$ cat src/rtl/sysu_74ip_pkg.sv
// Shared constants for the 74IP decade-counter family.
package sysu_74ip_pkg;

  localparam int BCD_W = 4;
  localparam logic [BCD_W-1:0] BCD_MAX = 4'd9;
  localparam logic [BCD_W-1:0] BCD_MIN = 4'd0;

endpackage

$ cat src/rtl/sysu_bcd_digit.sv
// One BCD decade: synchronous reset, parallel load and an up/down step
// enabled by the carry/borrow prefix computed in the parent.
module sysu_bcd_digit
  import sysu_74ip_pkg::*;
(
  input  logic             clk,
  input  logic             rst_n,
  input  logic             en,
  input  logic             up,
  input  logic             load,
  input  logic [BCD_W-1:0] ld_val,
  output logic [BCD_W-1:0] q,
  output logic             at_max,
  output logic             at_min
);

  // Next value of a decade for one count step. Any digit at or above 9
  // rolls to 0 going up; going down, 0 rolls to 9 and an invalid code
  // (A..F) lands on 9 directly.
  function automatic logic [BCD_W-1:0] bcd_step(input logic [BCD_W-1:0] d,
                                                input logic             dir_up);
    logic [BCD_W-1:0] nxt;
    if (dir_up) begin
      nxt = (d >= BCD_MAX) ? BCD_MIN : d + 4'd1;
    end else if ((d == BCD_MIN) || (d > BCD_MAX)) begin
      nxt = BCD_MAX;
    end else begin
      nxt = d - 4'd1;
    end
    return nxt;
  endfunction

  // Decade register: reset beats load beats count.
  always_ff @(posedge clk) begin
    if (!rst_n) begin
      q <= BCD_MIN;
    end else if (load) begin
      q <= ld_val;
    end else if (en) begin
      q <= bcd_step(q, up);
    end
  end

  assign at_max = (q >= BCD_MAX);
  assign at_min = (q == BCD_MIN);

endmodule

$ cat src/rtl/sysu_bcd_counter.sv
// Multi-decade synchronous BCD counter with up/down, optional saturation,
// sticky overflow and a cascadable terminal count.
module sysu_bcd_counter
  import sysu_74ip_pkg::*;
#(
  parameter int DIGITS = 4
) (
  input  logic                    CP,
  input  logic                    R_N,
  input  logic                    PE_N,
  input  logic                    CET,
  input  logic                    CEP,
  input  logic                    UP,
  input  logic                    SAT,
  input  logic [BCD_W*DIGITS-1:0] P,
  output logic [BCD_W*DIGITS-1:0] Q,
  output logic                    TC,
  output logic                    OVF
);

  logic [DIGITS-1:0] at_max;
  logic [DIGITS-1:0] at_min;
  logic [DIGITS-1:0] is_nine;
  logic [DIGITS-1:0] dig_en;
  logic [DIGITS:0]   up_pfx;
  logic [DIGITS:0]   dn_pfx;
  logic              count;
  logic              range_end;
  logic              sat_hold;

  assign count = CET & CEP;

  genvar k;
  generate
    for (k = 0; k < DIGITS; k++) begin : g_digit
      sysu_bcd_digit u_digit (
        .clk    (CP),
        .rst_n  (R_N),
        .en     (dig_en[k]),
        .up     (UP),
        .load   (~PE_N),
        .ld_val (P[BCD_W*k +: BCD_W]),
        .q      (Q[BCD_W*k +: BCD_W]),
        .at_max (at_max[k]),
        .at_min (at_min[k])
      );
      assign is_nine[k] = (Q[BCD_W*k +: BCD_W] == BCD_MAX);
    end
  endgenerate

  // Carry/borrow prefix: digit k steps when every lower digit is at its
  // rollover point; the full prefix marks the range end. Saturation
  // suppresses every digit enable on the range-end edge.
  always_comb begin
    up_pfx    = '0;
    dn_pfx    = '0;
    dig_en    = '0;
    up_pfx[0] = 1'b1;
    dn_pfx[0] = 1'b1;
    for (int i = 0; i < DIGITS; i++) begin
      up_pfx[i+1] = up_pfx[i] & at_max[i];
      dn_pfx[i+1] = dn_pfx[i] & at_min[i];
    end
    range_end = UP ? up_pfx[DIGITS] : dn_pfx[DIGITS];
    sat_hold  = SAT & range_end;
    for (int i = 0; i < DIGITS; i++) begin
      dig_en[i] = count & ~sat_hold & (UP ? up_pfx[i] : dn_pfx[i]);
    end
  end

  // Sticky overflow: set on any counting edge at the range end, cleared
  // only by reset or load.
  always_ff @(posedge CP) begin
    if (!R_N) begin
      OVF <= 1'b0;
    end else if (!PE_N) begin
      OVF <= 1'b0;
    end else if (count && range_end) begin
      OVF <= 1'b1;
    end
  end

  // Terminal count uses exact 9s (not >=9) so invalid codes never cascade.
  assign TC = CET & (UP ? (&is_nine) : (&at_min));

endmodule
$ cat config.mk
export PLATFORM = sky130hd
export DESIGN_NAME = sysu_bcd_counter
export DESIGN_NICKNAME = d
export VERILOG_FILES = /design/src/rtl/sysu_74ip_pkg.sv /design/src/rtl/sysu_bcd_digit.sv /design/src/rtl/sysu_bcd_counter.sv
export SDC_FILE = /design/constraint.sdc
export NUM_CORES = 1
export LEC_CHECK = 0
export BUFFER_PORTS_ARGS = -buffer_cell sky130_fd_sc_hd__buf_4
export CORE_UTILIZATION = 55
export DETAILED_ROUTE_END_ITERATION = 12
export HOLD_SLACK_MARGIN = 0.15
export PLACE_DENSITY = 0.81
export SYNTH_ARGS = -nofsm -noshare
export SYNTH_HDL_FRONTEND = slang
export SYNTH_SLANG_ARGS = --single-unit
$ cat constraint.sdc
create_clock -name CP -period 2.9 [get_ports CP]
set_input_delay 0.58 -clock CP [delete_from_list [all_inputs] [get_ports CP]]
set_output_delay 0.58 -clock CP [all_outputs]
set_load 0.01 [all_outputs]
==> impl_metrics.py <==
metrics = {
    "detailed_routing": {
        "route.vias.total": 1924,
        "dr.pass1.iters": 4,
        "postRouteAntennaNets": 0,
        "wl_um": 4531,
        "vias_per_cell": 5.884,
        "drtIter0Drc": 103,
        "drc": 0,
        "wl_per_cell_um": 13.86,
    },
    "worst_setup_path": {
        "start_kind": "flip-flop",
        "end_kind": "output pin",
        "crit_required_ns": 2.32,
        "cp_max_fo": 8,
        "critical_path_class": "flip-flop to output pin",
        "arrival_ns": 2.17,
    },
    "synth": {
        "ys_warn_count": 0,
        "synth_flop_cell": "dfxtp_1",
        "synth_nets": 283,
        "synthCells": 248,
        "ys_types": 56,
        "synth_area_per_cell_um2": 7.326,
        "netlist_area_um2": 1817,
        "yosysSeqAreaShare_pct": 18.73,
        "ys_ff_latch": 17,
        "ys_async_sr_fraction_pct": 0,
        "synth_enable_flop_cells": 0,
    },
    "global_routing": {
        "grt_pass1_vias": 1653,
        "grt_use_total_pct": 27.21,
        "grt_overflow": 0,
        "antenna_found_initial": 0,
        "grt_pass1_wl_um": 7396,
        "grt_max_degree": 32,
    },
    "power": {
        "total_power_mw": 0.7296,
        "p_per_area_nw_per_um2": 335.5,
        "p_leak_nw": 0.8779,
        "peakVddDrop_mv": 0.2323,
    },
    "placed_design": {
        "routabilityCongestion": 0.8849,
        "numPortBuffers": 40,
        "dp_hpwl_um": 3286,
    },
    "timing": {
        "finalCritPeriodShare_pct": 94.77,
        "setup_violations": 0,
        "rsz0062_at_grt": "no",
        "hold_viol": 0,
        "maxSlewViolCount": 0,
        "skew_ns": 0.006656,
        "tightest_slew_ns": 0.5581,
        "post-route-min-period_ns": 2.748,
        "relSlewSlack_pct": 62.57,
        "fmax_ghz": 0.3638,
        "fin_hold_ws_ns": 0.5111,
        "tns_ns": 0,
    },
    "layout": {
        "seq_area_um2": 340.3,
        "fillers": 301,
        "final_nets": 319,
        "final_common_cell": "buf_4",
        "area_delta_synth_final_pct": 19.70,
        "multi_input_area_um2": 1344,
        "final_cell_mix": "buf_4 (47), nand2_1 (26), nor2_1 (21)",
        "drive_above_1_share_pct": 21.91,
        "diodes": 0,
    },
    "clocking": {
        "cts_hold_buffers": 0,
        "cts_tree": "built",
        "cts-resized-gates": 0,
        "cts_buffers": 3,
        "clk_latency_ns": 0.30,
        "cts.reportedPaths.clkPinSlew_ns": 0.11,
        "post-cts-setup-buffer-count": 0,
        "cts.sink_count": 17,
        "cts-root-buf": "clkbuf_4",
        "clockBufferDepth": 2,
        "cts_max_level": 1,
    },
    "floorplanning": {
        "core_um2": 3103,
        "dieArea_um2": 3537,
        "dieWidth_um": 59.48,
        "rows": 20,
        "pin_count": 41,
        "die_h_um": 59.48,
        "initial_core_util_pct": 58.55,
    },
    "status": {
        "status": "finished clean",
    },
    "min_path": {
        "hp-class": "primary input to flip-flop",
    },
    "flow_run": {
        "max_cap_viol_count": 0,
    },
}
-- routing by layer --
metal  global-route usage [%]  up-vias  wire length, µm
li1                         -      993                -
met1                    37.77      871             2173
met2                    43.34       56             2082
met3                    2.402        4              225
met4                    10.54        0               49
met5                        0        -                0
-- layout make-up --
type	instances	area share, %
clock buffer	4	1.208
inverter	15	2.589
multi-input combinational	200	61.80
sequential	17	15.65
tap	44	2.532
timing repair buffer	47	16.23
-- sequential cells by signal, indices dropped and copies added, names as in the netlist --
signal / count
OVF: 1
g_digit.u_digit.q: 16
-- path summary, 6_finish.rpt --
path              slack, ns                              endpoint  depth (start not counted)                                 start
setup reg to reg       0.16  g_digit[1].u_digit.q[0]$_SDFFE_PN0P_                          8  g_digit[2].u_digit.q[0]$_SDFFE_PN0P_
setup / recovery       0.15                                    TC                          7  g_digit[2].u_digit.q[0]$_SDFFE_PN0P_
hold reg to reg        0.51                      OVF$_SDFFE_PN0P_                          2                      OVF$_SDFFE_PN0P_
hold / removal         0.51  g_digit[0].u_digit.q[1]$_SDFFE_PN0P_                          3                                  P[1]
-- power breakdown --
group          switching [mW]  internal [mW]  leakage, nW
combinational           0.162          0.143        0.722
clock                  0.0836         0.0537       0.0150
sequential             0.0369          0.251        0.140
-- critical path, stage by stage (launching register included) --
cell and delay [ns]:
dfxtp_1 0.40, inv_1 0.13, ha_1 0.26, nor4b_1 0.39, nand4_1 0.26, o41ai_1 0.15, and2_1 0.18, buf_4 0.11
-- synthesized netlist by cell type (all sizes together) (2+ instances only) --
cell type	number	area [µm²]
a211oi	4	42.54
a21boi	3	22.52
a21oi	13	65.06
a221oi	2	17.52
a31oi	7	43.79
a41oi	2	25.03
buf	3	27.52
clkbuf	13	48.80
dfxtp	17	340.3
ha	12	150.1
inv	14	52.55
mux2	2	22.52
mux2i	2	20.02
nand2	27	108.9
nand2b	6	37.54
nand3	13	65.06
nand4	4	25.02
nor2	21	78.83
nor2b	5	31.28
nor3	5	30.03
nor3b	7	57.55
nor4b	2	17.52
o2111ai	2	17.52
o211a	2	20.02
o211ai	4	30.03
o21a	3	22.52
o21ai	18	90.08
o21bai	4	30.03
o22ai	2	12.51
o31ai	9	77.57
o41ai	2	17.52
or3b	3	26.28
-- stage by stage --
| stage | area (µm²) | util [%] | setup WS [ns] | cells |
|---|---|---|---|---|
| 6_report | 2175 | 70.08 | 0.1516 | 327 |
| 5_1_grt | 2175 | 70.08 | 0.004558 | 327 |
| 4_1_cts | 2175 | 70.08 | 0.1788 | 327 |
| 3_5_place_dp | 2148 | 69.23 | 0.2010 | 323 |
| 3_3_place_gp | 2148 | 69.23 | 0.2944 | 323 |
| 2_1_floorplan | 1817 | - | 0.3616 | 248 |
-- cell families (layout without fill, tap and decap cells) --
| family | count (synthesis) | after routing | synth area share [%] |
|---|---|---|---|
| mux | 4 | 4 | 2.342 |
| buf+inv | 31 | 66 | 7.300 |
| compound gates | 85 | 85 | 33.47 |
| flops | 17 | 17 | 18.73 |
| simple gates | 99 | 99 | 29.89 |
| fa+ha+maj | 12 | 12 | 8.264 |
No activity file was read; power rests on OpenSTA's default activity.
